File: config.mk
export PLATFORM = sky130hd
export DESIGN_NAME = max7219_chain_ctrl_flat
export DESIGN_NICKNAME = d
export VERILOG_FILES = /design/src/rtl/max7219_chain_ctrl_pkg.sv /design/src/rtl/max7219_chain_ctrl_if.sv /design/src/rtl/max7219_chain_ctrl_shift.sv /design/src/rtl/max7219_chain_ctrl.sv /design/src/flat_wrapper.sv
export SDC_FILE = /design/constraint.sdc
export NUM_CORES = 1
export LEC_CHECK = 0
export ABC_AREA = 1
export CORE_MARGIN = 2
export CORE_UTILIZATION = 55
export CTS_CLUSTER_SIZE = 14
export DETAILED_ROUTE_END_ITERATION = 6
export PLACE_DENSITY_LB_ADDON = 0.15
export SLEW_MARGIN = 40
export SYNTH_ARGS = -nofsm -noshare
export SYNTH_HDL_FRONTEND = slang
export SYNTH_SLANG_ARGS = --single-unit
File: constraint.sdc
create_clock -name clk -period 2.6 [get_ports clk]
set_input_delay 0.78 -clock clk [delete_from_list [all_inputs] [get_ports clk]]
set_output_delay 0.78 -clock clk [all_outputs]
set_load 0.02 [all_outputs]
File: src/rtl/max7219_chain_ctrl_pkg.sv
// Shared constants, state encodings and the hex-to-segment table for the
// MAX7219 daisy-chain controller.
package max7219_pkg;

    localparam logic [3:0] REG_DECODE    = 4'h9;
    localparam logic [3:0] REG_INTENSITY = 4'hA;
    localparam logic [3:0] REG_SCANLIMIT = 4'hB;
    localparam logic [3:0] REG_SHUTDOWN  = 4'hC;
    localparam logic [3:0] REG_TEST      = 4'hF;

    typedef enum logic [2:0] {
        ST_POR_WAIT,
        ST_CFG,
        ST_FRAME_START,
        ST_SET_INT,
        ST_SET_BLANK,
        ST_ROW
    } ctrl_state_e;

    typedef enum logic [2:0] {
        SH_IDLE,
        SH_SETUP,
        SH_BITS,
        SH_TAIL,
        SH_HOLD
    } shift_state_e;

    function automatic logic [15:0] make_word(input logic [3:0] addr, input logic [7:0] data);
        return {4'h0, addr, data};
    endfunction

    // Segment bits are {DP,a,b,c,d,e,f,g}; DP is never lit.
    function automatic logic [7:0] hex_to_seg(input logic [3:0] nib);
        logic [7:0] seg;
        case (nib)
            4'h0: seg = 8'h7E;
            4'h1: seg = 8'h30;
            4'h2: seg = 8'h6D;
            4'h3: seg = 8'h79;
            4'h4: seg = 8'h33;
            4'h5: seg = 8'h5B;
            4'h6: seg = 8'h5F;
            4'h7: seg = 8'h70;
            4'h8: seg = 8'h7F;
            4'h9: seg = 8'h7B;
            4'hA: seg = 8'h77;
            4'hB: seg = 8'h1F;
            4'hC: seg = 8'h4E;
            4'hD: seg = 8'h3D;
            4'hE: seg = 8'h4F;
            default: seg = 8'h47;
        endcase
        return seg;
    endfunction

endpackage

File: src/rtl/max7219_chain_ctrl_if.sv
// User-side value bus and MAX7219 header pins, plus FSM state taps.
// master = controller view, slave = user/board view.
interface max7219_chain_ctrl_if
    import max7219_pkg::*;
#(
    parameter int N_DEV    = 1,
    parameter int N_DIGITS = 8
);
    logic [N_DEV*4*N_DIGITS-1:0] display_value;
    logic [3:0]                  intensity;
    logic                        blank;
    logic                        max_din;
    logic                        max_clk;
    logic                        max_load;
    logic                        init_done;
    logic                        frame_done;
    ctrl_state_e                 dbg_state;
    shift_state_e                dbg_shift_state;

    modport master (
        input  display_value, intensity, blank,
        output max_din, max_clk, max_load, init_done, frame_done,
        output dbg_state, dbg_shift_state
    );

    modport slave (
        output display_value, intensity, blank,
        input  max_din, max_clk, max_load, init_done, frame_done,
        input  dbg_state, dbg_shift_state
    );
endinterface

File: src/rtl/max7219_chain_ctrl_shift.sv
// Write-only SPI shifter: one start pulse sends a W-bit vector MSB first,
// then holds LOAD high for LOAD_HOLD cycles before accepting the next start.
module max7219_shift
    import max7219_pkg::*;
#(
    parameter int W         = 16,
    parameter int CLK_DIV   = 128,
    parameter int LOAD_HOLD = 16
) (
    input  logic         clk,
    input  logic         rst,
    input  logic         i_start,
    input  logic [W-1:0] i_data,
    output logic         o_busy,
    output logic         o_din,
    output logic         o_clk,
    output logic         o_load,
    output shift_state_e o_state
);
    localparam int HALF   = CLK_DIV / 2;
    localparam int DIV_W  = $clog2(CLK_DIV);
    localparam int BIT_W  = $clog2(W);
    localparam int HOLD_W = $clog2(LOAD_HOLD + 1);

    shift_state_e      r_state;
    logic [W-1:0]      r_sreg;
    logic [DIV_W-1:0]  r_div_cnt;
    logic [BIT_W-1:0]  r_bit_cnt;
    logic [HOLD_W-1:0] r_hold_cnt;
    logic              r_din, r_clk, r_load, r_busy;

    always_ff @(posedge clk) begin
        if (rst) begin
            r_state    <= SH_IDLE;
            r_sreg     <= '0;
            r_div_cnt  <= '0;
            r_bit_cnt  <= '0;
            r_hold_cnt <= '0;
            r_din      <= 1'b0;
            r_clk      <= 1'b0;
            r_load     <= 1'b1;
            r_busy     <= 1'b0;
        end else begin
            case (r_state)
                SH_IDLE: if (i_start) begin
                    r_sreg  <= i_data;
                    r_load  <= 1'b0;
                    r_busy  <= 1'b1;
                    r_state <= SH_SETUP;
                end
                SH_SETUP: begin
                    r_din     <= r_sreg[W-1];
                    r_sreg    <= r_sreg << 1;
                    r_div_cnt <= '0;
                    r_bit_cnt <= '0;
                    r_state   <= SH_BITS;
                end
                SH_BITS: begin
                    r_div_cnt <= r_div_cnt + DIV_W'(1);
                    if (r_div_cnt == DIV_W'(HALF - 1)) r_clk <= 1'b1;
                    // End of the high phase: next bit's data goes out with the falling edge.
                    if (r_div_cnt == DIV_W'(CLK_DIV - 1)) begin
                        r_clk     <= 1'b0;
                        r_div_cnt <= '0;
                        if (r_bit_cnt == BIT_W'(W - 1)) begin
                            r_state <= SH_TAIL;
                        end else begin
                            r_bit_cnt <= r_bit_cnt + BIT_W'(1);
                            r_din     <= r_sreg[W-1];
                            r_sreg    <= r_sreg << 1;
                        end
                    end
                end
                SH_TAIL: begin
                    r_load     <= 1'b1;
                    r_din      <= 1'b0;
                    r_hold_cnt <= '0;
                    r_state    <= SH_HOLD;
                end
                SH_HOLD: begin
                    r_hold_cnt <= r_hold_cnt + HOLD_W'(1);
                    if (r_hold_cnt == HOLD_W'(LOAD_HOLD - 1)) begin
                        r_busy  <= 1'b0;
                        r_state <= SH_IDLE;
                    end
                end
                default: r_state <= SH_IDLE;
            endcase
        end
    end

    assign o_busy  = r_busy;
    assign o_din   = r_din;
    assign o_clk   = r_clk;
    assign o_load  = r_load;
    assign o_state = r_state;
endmodule

File: src/rtl/max7219_chain_ctrl.sv
// Daisy-chain MAX7219 controller: power-on wait, configuration, then
// continuous frame refresh with frame-coherent snapshots of the user inputs.
module max7219_chain_ctrl
    import max7219_pkg::*;
#(
    parameter int N_DEV      = 1,
    parameter int N_DIGITS   = 8,
    parameter int CLK_DIV    = 128,
    parameter int POR_CYCLES = 1048576,
    parameter int LOAD_HOLD  = 16
) (
    input  logic                 clk,
    input  logic                 rst,
    max7219_chain_ctrl_if.master bus
);
    localparam int W     = N_DEV * 16;
    localparam int VW    = N_DEV * 4 * N_DIGITS;
    localparam int POR_W = $clog2(POR_CYCLES + 1);

    ctrl_state_e      r_state;
    logic [POR_W-1:0] r_por_cnt;
    logic [2:0]       r_idx;
    logic [3:0]       r_digit;
    logic             r_issued, r_start;
    logic [W-1:0]     r_word;
    logic [VW-1:0]    r_snap_val;
    logic [3:0]       r_snap_int, r_app_int;
    logic             r_snap_blank, r_app_blank;
    logic             r_init_done, r_frame_done;
    logic             w_busy;
    logic             w_txn_done;

    function automatic logic [W-1:0] bcast(input logic [3:0] addr, input logic [7:0] data);
        logic [W-1:0] w;
        for (int k = 0; k < N_DEV; k++) w[k*16 +: 16] = make_word(addr, data);
        return w;
    endfunction

    function automatic logic [W-1:0] row_word(input logic [VW-1:0] v, input logic [3:0] dig);
        logic [W-1:0] w;
        for (int k = 0; k < N_DEV; k++)
            w[k*16 +: 16] = make_word(dig, hex_to_seg(v[k*4*N_DIGITS + (int'(dig) - 1)*4 +: 4]));
        return w;
    endfunction

    function automatic logic [W-1:0] cfg_word(input logic [2:0] idx, input logic [3:0] inten,
                                              input logic blk);
        case (idx)
            3'd0:    return bcast(REG_SHUTDOWN, 8'h00);
            3'd1:    return bcast(REG_TEST, 8'h00);
            3'd2:    return bcast(REG_SCANLIMIT, 8'(N_DIGITS - 1));
            3'd3:    return bcast(REG_DECODE, 8'h00);
            3'd4:    return bcast(REG_INTENSITY, {4'h0, inten});
            default: return bcast(REG_SHUTDOWN, {7'h0, ~blk});
        endcase
    endfunction

    // r_start blocks the done test for the one cycle before the shifter raises busy.
    assign w_txn_done = r_issued && !r_start && !w_busy;

    always_ff @(posedge clk) begin
        if (rst) begin
            r_state      <= ST_POR_WAIT;
            r_por_cnt    <= '0;
            r_idx        <= '0;
            r_digit      <= 4'd1;
            r_issued     <= 1'b0;
            r_start      <= 1'b0;
            r_word       <= '0;
            r_snap_val   <= '0;
            r_snap_int   <= '0;
            r_app_int    <= '0;
            r_snap_blank <= 1'b0;
            r_app_blank  <= 1'b0;
            r_init_done  <= 1'b0;
            r_frame_done <= 1'b0;
        end else begin
            r_start      <= 1'b0;
            r_frame_done <= 1'b0;
            case (r_state)
                ST_POR_WAIT: begin
                    if (r_por_cnt == POR_W'(POR_CYCLES - 1)) r_state <= ST_CFG;
                    else r_por_cnt <= r_por_cnt + POR_W'(1);
                end
                ST_CFG: begin
                    if (!r_issued) begin
                        r_word   <= cfg_word(r_idx, bus.intensity, bus.blank);
                        r_start  <= 1'b1;
                        r_issued <= 1'b1;
                        if (r_idx == 3'd4) r_app_int <= bus.intensity;
                        if (r_idx == 3'd5) r_app_blank <= bus.blank;
                    end else if (w_txn_done) begin
                        r_issued <= 1'b0;
                        if (r_idx == 3'd5) begin
                            r_init_done <= 1'b1;
                            r_state     <= ST_FRAME_START;
                        end else begin
                            r_idx <= r_idx + 3'd1;
                        end
                    end
                end
                ST_FRAME_START: begin
                    r_snap_val   <= bus.display_value;
                    r_snap_int   <= bus.intensity;
                    r_snap_blank <= bus.blank;
                    r_state      <= ST_SET_INT;
                end
                ST_SET_INT: begin
                    if (w_txn_done) begin
                        r_issued <= 1'b0;
                        r_state  <= ST_SET_BLANK;
                    end else if (!r_issued) begin
                        if (r_snap_int != r_app_int) begin
                            r_word    <= bcast(REG_INTENSITY, {4'h0, r_snap_int});
                            r_start   <= 1'b1;
                            r_issued  <= 1'b1;
                            r_app_int <= r_snap_int;
                        end else begin
                            r_state <= ST_SET_BLANK;
                        end
                    end
                end
                ST_SET_BLANK: begin
                    if (w_txn_done) begin
                        r_issued <= 1'b0;
                        r_digit  <= 4'd1;
                        r_state  <= ST_ROW;
                    end else if (!r_issued) begin
                        if (r_snap_blank != r_app_blank) begin
                            r_word      <= bcast(REG_SHUTDOWN, {7'h0, ~r_snap_blank});
                            r_start     <= 1'b1;
                            r_issued    <= 1'b1;
                            r_app_blank <= r_snap_blank;
                        end else begin
                            r_digit <= 4'd1;
                            r_state <= ST_ROW;
                        end
                    end
                end
                ST_ROW: begin
                    if (!r_issued) begin
                        r_word   <= row_word(r_snap_val, r_digit);
                        r_start  <= 1'b1;
                        r_issued <= 1'b1;
                    end else if (w_txn_done) begin
                        r_issued <= 1'b0;
                        if (r_digit == 4'(N_DIGITS)) begin
                            r_frame_done <= 1'b1;
                            r_state      <= ST_FRAME_START;
                        end else begin
                            r_digit <= r_digit + 4'd1;
                        end
                    end
                end
                default: r_state <= ST_POR_WAIT;
            endcase
        end
    end

    max7219_shift #(
        .W         (W),
        .CLK_DIV   (CLK_DIV),
        .LOAD_HOLD (LOAD_HOLD)
    ) u_shift (
        .clk     (clk),
        .rst     (rst),
        .i_start (r_start),
        .i_data  (r_word),
        .o_busy  (w_busy),
        .o_din   (bus.max_din),
        .o_clk   (bus.max_clk),
        .o_load  (bus.max_load),
        .o_state (bus.dbg_shift_state)
    );

    assign bus.init_done  = r_init_done;
    assign bus.frame_done = r_frame_done;
    assign bus.dbg_state  = r_state;
endmodule

File: src/flat_wrapper.sv
// flat-port wrapper written by rule: the top's interface ports become plain ports
module max7219_chain_ctrl_flat import max7219_pkg::*;
#(
    parameter int N_DEV      = 1,
    parameter int N_DIGITS   = 8,
    parameter int CLK_DIV    = 128,
    parameter int POR_CYCLES = 1048576,
    parameter int LOAD_HOLD  = 16
)
  (clk, rst, bus_display_value, bus_intensity, bus_blank, bus_max_din, bus_max_clk, bus_max_load, bus_init_done, bus_frame_done, bus_dbg_state, bus_dbg_shift_state);
  max7219_chain_ctrl_if #(.N_DEV(N_DEV), .N_DIGITS(N_DIGITS)) bus_i ();
  input  logic clk;
  input  logic rst;
  input wire logic [$bits(bus_i.display_value)-1:0] bus_display_value;
  input wire logic [$bits(bus_i.intensity)-1:0] bus_intensity;
  input wire logic [$bits(bus_i.blank)-1:0] bus_blank;
  output wire logic [$bits(bus_i.max_din)-1:0] bus_max_din;
  output wire logic [$bits(bus_i.max_clk)-1:0] bus_max_clk;
  output wire logic [$bits(bus_i.max_load)-1:0] bus_max_load;
  output wire logic [$bits(bus_i.init_done)-1:0] bus_init_done;
  output wire logic [$bits(bus_i.frame_done)-1:0] bus_frame_done;
  output wire logic [$bits(bus_i.dbg_state)-1:0] bus_dbg_state;
  output wire logic [$bits(bus_i.dbg_shift_state)-1:0] bus_dbg_shift_state;
  assign bus_i.display_value = bus_display_value;
  assign bus_i.intensity = bus_intensity;
  assign bus_i.blank = bus_blank;
  assign bus_max_din = bus_i.max_din;
  assign bus_max_clk = bus_i.max_clk;
  assign bus_max_load = bus_i.max_load;
  assign bus_init_done = bus_i.init_done;
  assign bus_frame_done = bus_i.frame_done;
  assign bus_dbg_state = bus_i.dbg_state;
  assign bus_dbg_shift_state = bus_i.dbg_shift_state;
  max7219_chain_ctrl #(.N_DEV(N_DEV), .N_DIGITS(N_DIGITS), .CLK_DIV(CLK_DIV), .POR_CYCLES(POR_CYCLES), .LOAD_HOLD(LOAD_HOLD)) u_core (.clk(clk), .rst(rst), .bus(bus_i));
endmodule
# Word level (Yosys, flattened, before mapping)
# Memory sizes are Yosys's and may differ from the RTL's.
# Cells that the tools add are included.
[word_totals] memories=1 elab_cells=207 mem_bits_ro=112 inputBits=39 out_inout_bits=11 register_bits=132
[mem_list] memory="(no name shown)" words=16 width=7 read_ports=1 rd_ports_with_merged_regs=0 write_ports=0 line="max7219_chain_ctrl_pkg.sv:35" source="case (nib)"
[classes] shift=1 reduce_logical=36 n_bitwise=7 addsub=7 eq_ne=48 muxes=84
[ops] op="16-bit two-way mux" n=11
[ops] op="16-bit case mux with 4 select lines" n=1
[ops] op="11-bit case mux with 5 select lines" n=1
[ops] op="4-bit two-way mux" n=13
[ops] op="3-bit two-way mux" n=17
[ops] op="16-bit case mux with 3 select lines" n=1
[ops] op="32-bit by 32-bit variable part select with 4-bit output" n=1
[ops] op="1-bit two-way mux" n=26
[ops] op="4-bit case mux with 2 select lines" n=3
[ops] op="2-bit by 1-bit != test with 1-bit output (second input constant)" n=11
[ops] op="2-bit != test (second input constant)" n=11
[ops] op="21-bit by 1-bit adder with 21-bit output (second input constant)" n=1
[ops] op="21-bit by 20-bit == test with 1-bit output (second input constant)" n=1
[ops] op="3-bit by 2-bit == test with 1-bit output (second input constant)" n=6
[ops] op="3-bit case mux with 6 select lines" n=1
[ops] op="6-bit AND reduction" n=3
[ops] op="4-bit AND reduction" n=4
[ops] op="2-bit nonzero test" n=8
[ops] op="3-bit == test (second input constant)" n=5
[ops] op="3-bit case mux with 5 select lines" n=1
[ops] op="7-bit case mux with 2 select lines" n=1
[ops] op="11-bit AND reduction" n=1
[ops] op="5-bit case mux with 2 select lines" n=1
[ops] op="3-bit by 1-bit == test with 1-bit output (second input constant)" n=3
[ops] op="other kinds (27)" n=51

# Depth between registers and ports, before layout
[logic_depth] depth_word=6 mapped_depth=19 depth_no_buf=17

# Modules after synthesis
# Synthesis repeated with hierarchy kept, for this count alone.
[unflattened] hier_cells=1031 hier_area_um2=6932.9
[modules_own_cells] module="max7219_chain_ctrl" seq_area_each_um2=1761.7 n_inst=1 cells_per_inst=712 area_per_inst_um2=4857.2
[modules_own_cells] module="max7219_shift" seq_area_each_um2=780.7 n_inst=1 cells_per_inst=319 area_per_inst_um2=2075.7

# Worst setup path after synthesis
# No wires, ideal clock.
[synth_path] path_type="register -> register" start="register u_core.r_digit[0]" end="register u_core.r_word[3]" path_stages_with_launch=16 synth_period_minus_slack_ns=2.293 setup_ns=0.070 slack_ns=0.307 arrival_time_ns=2.223 n_path_buf=3 required_ns=2.530 path_cell_list="dfxtp_1 > buf_6 > inv_4 > buf_6 > ha_1 > buf_2 > nor2_1 > nand2_1 > nand3_1 > nand3_1 > ha_1 > nor2_4 > nor2_1 > nand3_1 > nand3_1 > a21oi_1"
[synth_via] elab_chain_cells=5
[synth_rtl] item="start: declaration" line="max7219_chain_ctrl.sv:23" source="logic [3:0] r_digit;"
[synth_rtl] item="start signal: assignment" line="max7219_chain_ctrl.sv:151" source="r_digit <= r_digit + 4'd1;"
[synth_rtl] item="4-bit by 1-bit subtractor with 5-bit output" line="max7219_chain_ctrl.sv:42" source="w[k*16 +: 16] = make_word(dig, hex_to_seg(v[k*4*N_DIGITS + (int'(dig) - 1)*4 +: 4]));"
[synth_rtl] item="32-bit by 32-bit variable part select with 4-bit output" line="max7219_chain_ctrl.sv:42"
[synth_rtl] item="memory 16 x 7 bit"
[synth_rtl] item="16-bit two-way mux" line="max7219_chain_ctrl.sv:141" source="if (!r_issued) begin"
[synth_rtl] item="16-bit case mux with 4 select lines" line="max7219_chain_ctrl.sv:80" source="case (r_state)"
[synth_rtl] item="end signal: assignment" line="max7219_chain_ctrl.sv:87" source="r_word <= cfg_word(r_idx, bus.intensity, bus.blank);"
[synth_rtl] item="end signal: assignment" line="max7219_chain_ctrl.sv:130" source="r_word <= bcast(REG_SHUTDOWN, {7'h0, ~r_snap_blank});"
[synth_rtl] item="end signal: assignment" line="max7219_chain_ctrl.sv:142" source="r_word <= row_word(r_snap_val, r_digit);"
[synth_rtl] item="end: declaration" line="max7219_chain_ctrl.sv:25" source="logic [W-1:0] r_word;"
# Every way passes these cells. The select of a mux whose other input is x is not followed.
# A chain may end at the register's enable or synchronous reset.

# Worst setup path after layout
[layout_path] start="register u_core.r_state[1], in the netlist u_core.bus.dbg_state[1]" end="output port bus_dbg_state[1]"
[layout_rtl] item="start: declaration" line="max7219_chain_ctrl.sv:20" source="ctrl_state_e r_state;"
[layout_rtl] item="start signal: assignment" line="max7219_chain_ctrl.sv:63" source="r_state <= ST_POR_WAIT;"
[layout_rtl] item="start signal: assignment" line="max7219_chain_ctrl.sv:82" source="if (r_por_cnt == POR_W'(POR_CYCLES - 1)) r_state <= ST_CFG;"
[layout_rtl] item="start signal: assignment" line="max7219_chain_ctrl.sv:96" source="r_state <= ST_FRAME_START;"
[layout_rtl] item="end: declaration" line="flat_wrapper.sv:22" source="output wire logic [$bits(bus_i.dbg_state)-1:0] bus_dbg_state;"
# No word-level cell between the ends.

==> run summary <==
The type of element capturing the critical path is an output port. The critical path startpoint is u_core.bus.dbg_state[1]. Buffers placed on the I/O ports in this run total 49.

For this run, the post-layout net count is 1055. The core region is 11910 sq um. The worst setup path is of the reg2out kind.

The proportion of synthesized chip area in sequential cells is 0.3833, and the sum of buffers and inverters on the critical path is 1. The buffer type at the clock tree root is clkbuf_16. Dividing the detail-routed via count by the number of cells gives 5.240.

The initialized floorplan defines 40 standard-cell rows. Setup repair after global routing left no endpoint under its margin. The count of cell instances traversed by the critical path came out at 1.

The aggregate global-route resource usage is 0.2444, and the routability congestion estimate is 0.8684. For the number of warnings reported in the yosys synthesis log, the log shows 0. The tools report the top-level port count as 50. The critical path goes through clkdlybuf4s50_1.

In this design, the stage delay of the slowest critical-path cell is 0.68 ns. The average instance in the mapped netlist occupies 6.954 sq um. For the quantity of hold-fixing buffers added after cts, the log shows 0. Between clock sinks in the finished design, the worst skew comes to 0.007698 ns. For the number of global-route vias before repair, the log shows 5576. The worst-skew pair later-pin latency was 0.41 ns. Once detail routing completed, the nets flagged for antenna violations numbered 0.

The worst setup slack before clock tree synthesis is 0.1860 ns. Entering global routing, the biggest net connects 48 pins. Max-cap violations in this run came to 0. The class of the tightest hold or removal check is reg2reg.

For this design, the sink count on the clock tree is 127. The overall die area is 12960 sq um. The post-route clock period utilization is 0.9213.

In this run the power density over the cells is 937.8 nW/um^2. Final hold violation count: 0. The floorplan die width is 113.8 microns. Counting the buffers created by CTS gives 17. Summed over all cells, the static leakage comes to 3.130 nW. Relative to the synthesized area, the layout overhead comes to 18.22%. The highest achievable clock rate was 0.4175 GHz; the HPWL reported at the end of detailed placement was 10260 microns. In this run the worst path has a maximum fanout of 10. In this run the register-to-register setup slack is 0.30 ns. The area of the mapped netlist is 6634 sq um, and the deepest level of the CTS H-tree is 4. Before antenna repair, the detailed router went through 5 iterations. The post-synthesis instance total was 954; the die height was 113.8 microns. The layout has 1062 filler cells.

The worst register-to-register path has a depth of 13. The share of post-route cells with drive strength above 1 is 0.09604. Broken down by cell family, the worst path's largest delay share belongs to buffers and inverters. The cell with the largest stage delay on the worst path was clkdlybuf4s50_1. The final worst-path setup slack is 0.2046 ns. Setup violations remaining at the end of the flow were counted as 0. VDD sags by at most 0.5547 mV. The top cell types in the final layout, fill and taps aside, are nand2_1, dfxtp_1, inv_1. At the pin with the least slew margin, the transition time is 0.5887 ns.

The flow ran to the end, and the final reports show no timing, DRC or antenna violations. The global-route wire length before repair was 25790 microns; the minimum clock period after layout was 2.395 ns. Number of standard cells in the layout, taps in and fillers out: 1157. For this block, the initial DRC count from the detailed router was 470.

The logs give 0 for the number of DRC violations after detailed routing and 0 for the antenna cell count. Adding up every negative setup slack in the final design gives 0 ns. The final route contains 6063 vias. Buffer count from post-CTS setup fixing: 0. For the worst setup path, the data arrival time is 1.62 ns. The tools report the initial antenna violation count as 0. TritonCTS built the clock tree. The post-CTS clock slew at the launch and capture registers of the worst setup and hold paths is 0.05 ns, and the worst-case headroom to the max-slew limit is 0.6075. Final hold analysis gives a worst-case slack of 0.4503 ns. The worst register-to-register path ends at u_core.r_word[3].

Synthesis inferred 127 register bits. Total power for the finished layout comes to 0.007355 W. Dividing the detail-routed wire length by the instance count gives 12.79 microns.

For the final-report max-slew violation count, the log shows 0. STA classifies the critical path startpoint as a flip-flop. The startpoint identified for the worst register-to-register timing path is u_core.r_digit[1]. Leaving out fill and tap cells, the most frequent cell in the layout is nand2_1.

The tools report the total nets after synthesis as 1012. The synthesized netlist contains 43 unique library cells. The run gives 14800 microns as the total routed wirelength. After clock tree synthesis, the repair step resized 0 gates. The tools report the critical path required time as 1.82 ns. The tools report the placed instance count as 1125. In this run the worst setup path terminates at bus_dbg_state[1]. The final global-route overflow total is 0.

The worst-case clock buffer depth is 2. The effective utilization at floorplan is 0.5569.
==> flip-flops by register name (all words and copies together) (netlist names), 3 cells and up <==
signal                     cells
u_core.u_shift.r_hold_cnt      5
u_core.bus.dbg_state           3
u_core.r_digit                 4
u_core.r_idx                   3
u_core.u_shift.o_state         3
u_core.r_snap_val             32
u_core.r_word                 11
u_core.r_por_cnt              21
u_core.r_snap_int              4
u_core.u_shift.r_bit_cnt       4
u_core.r_app_int               4
u_core.u_shift.r_sreg         16
u_core.u_shift.r_div_cnt       7
==> Yosys cell counts <==
master    instances  area share
or2_1             1     0.00094
o21ai_1           8      0.0060
nand2_4           1      0.0017
nand4_1          10      0.0094
nor3_2            3      0.0045
nand2_2           8      0.0075
xor2_1            9       0.012
buf_1             2      0.0011
buf_4             4      0.0045
nor4_1            2      0.0019
a221oi_1          7      0.0092
buf_2             5      0.0038
inv_1           105       0.059
buf_6             6       0.010
nor2_4            4      0.0068
clkbuf_1         18       0.010
a31oi_1           4      0.0038
nand4_2           1      0.0019
o211ai_1          2      0.0023
inv_2             9      0.0051
nand3_2           4      0.0060
ha_1             19       0.036
o31ai_1           1      0.0011
nor3_1           17       0.013
xor2_2            1      0.0025
inv_4             3      0.0028
or2_2             4      0.0038
buf_8             2      0.0045
dfxtp_1         127        0.38
nand3b_1          2      0.0023
nor3b_1           2      0.0023
o22ai_1           1     0.00094
clkinv_1          1     0.00057
xnor2_1           7      0.0092
nand2_1         201        0.11
nor2_2            6      0.0057
o21ai_0          93       0.070
nor2_1           93       0.053
o21ai_4           1      0.0025
a21oi_2           6      0.0079
nand3_1          62       0.047
a211oi_1          3      0.0034
a21oi_1          89       0.067
==> worst register-to-register path, cell delays in order (launching register included) <==
cell,delay [ns]
dfxtp_1,0.39
inv_1,0.10
ha_1,0.45
buf_4,0.19
nand3_1,0.09
nand3_1,0.12
nand2_2,0.07
nor2_4,0.14
ha_1,0.28
nor2_4,0.12
nor2_1,0.05
nand3_1,0.06
nand3_1,0.07
a21oi_1,0.12
==> power breakdown <==
group / total [W] / leakage, nW / internal, W / switching (W)
registers: 0.00229 / 1.03 / 0.00215 / 0.000139
clock network: 0.00259 / 0.317 / 0.00175 / 0.000844
logic: 0.00247 / 1.79 / 0.000832 / 0.00164
total: 0.00736 / 3.13 / 0.00473 / 0.00262
==> per-stage QoR <==
stage,util,cell area [sq um]
2_1_floorplan,-,6634
3_3_place_gp,0.6037,7191
3_5_place_dp,0.6037,7191
4_1_cts,0.6580,7838
5_1_grt,0.6584,7843
6_report,0.6584,7843
==> area by class of cell <==
class                      count  area, sq um  share of cell area
sequential                   127         2542              0.3242
clock inverter                11        186.4             0.02377
tap                          147        183.9             0.02345
timing repair buffer          61        600.6             0.07658
clock buffer                  21        460.4             0.05871
inverter                     118        450.4             0.05743
multi-input combinational    672         3418              0.4359
==> routing by layer <==
layer / vias to the layer above / routed length, microns / track usage
met2: 134 / 6419 / 0.3836
met4: 0 / 194 / 0.06585
met1: 2711 / 7565 / 0.3370
met3: 19 / 621 / 0.06111
li1: 3199 / - / -
met5: - / 0 / 0
==> worst min-delay path by stage <==
stage,start,endpoint,cells after the start
2_1_floorplan,u_core.u_shift.r_div_cnt[6],u_core.u_shift.o_clk,1
3_3_place_gp,u_core.r_snap_val[9],u_core.r_snap_val[9],2
3_5_place_dp,u_core.u_shift.o_load,u_core.u_shift.o_load,2
4_1_cts,u_core.u_shift.r_div_cnt[6],u_core.u_shift.o_clk,1
5_1_grt,u_core.u_shift.r_div_cnt[6],u_core.u_shift.o_clk,1
6_report,u_core.r_snap_val[10],u_core.r_snap_val[10],2
==> logic make-up after synthesis <==
kind of cell / after synthesis / synth area share
flip-flops: 127 / 0.3833
AO/OA/AOI/OAI: 215 / 0.1745
buffers and inverters: 155 / 0.1022
adder cells (fa/ha/maj): 19 / 0.03584
XOR/XNOR: 17 / 0.02358
AND/OR/NAND/NOR: 421 / 0.2806
Power figures use the tool's default switching activity.
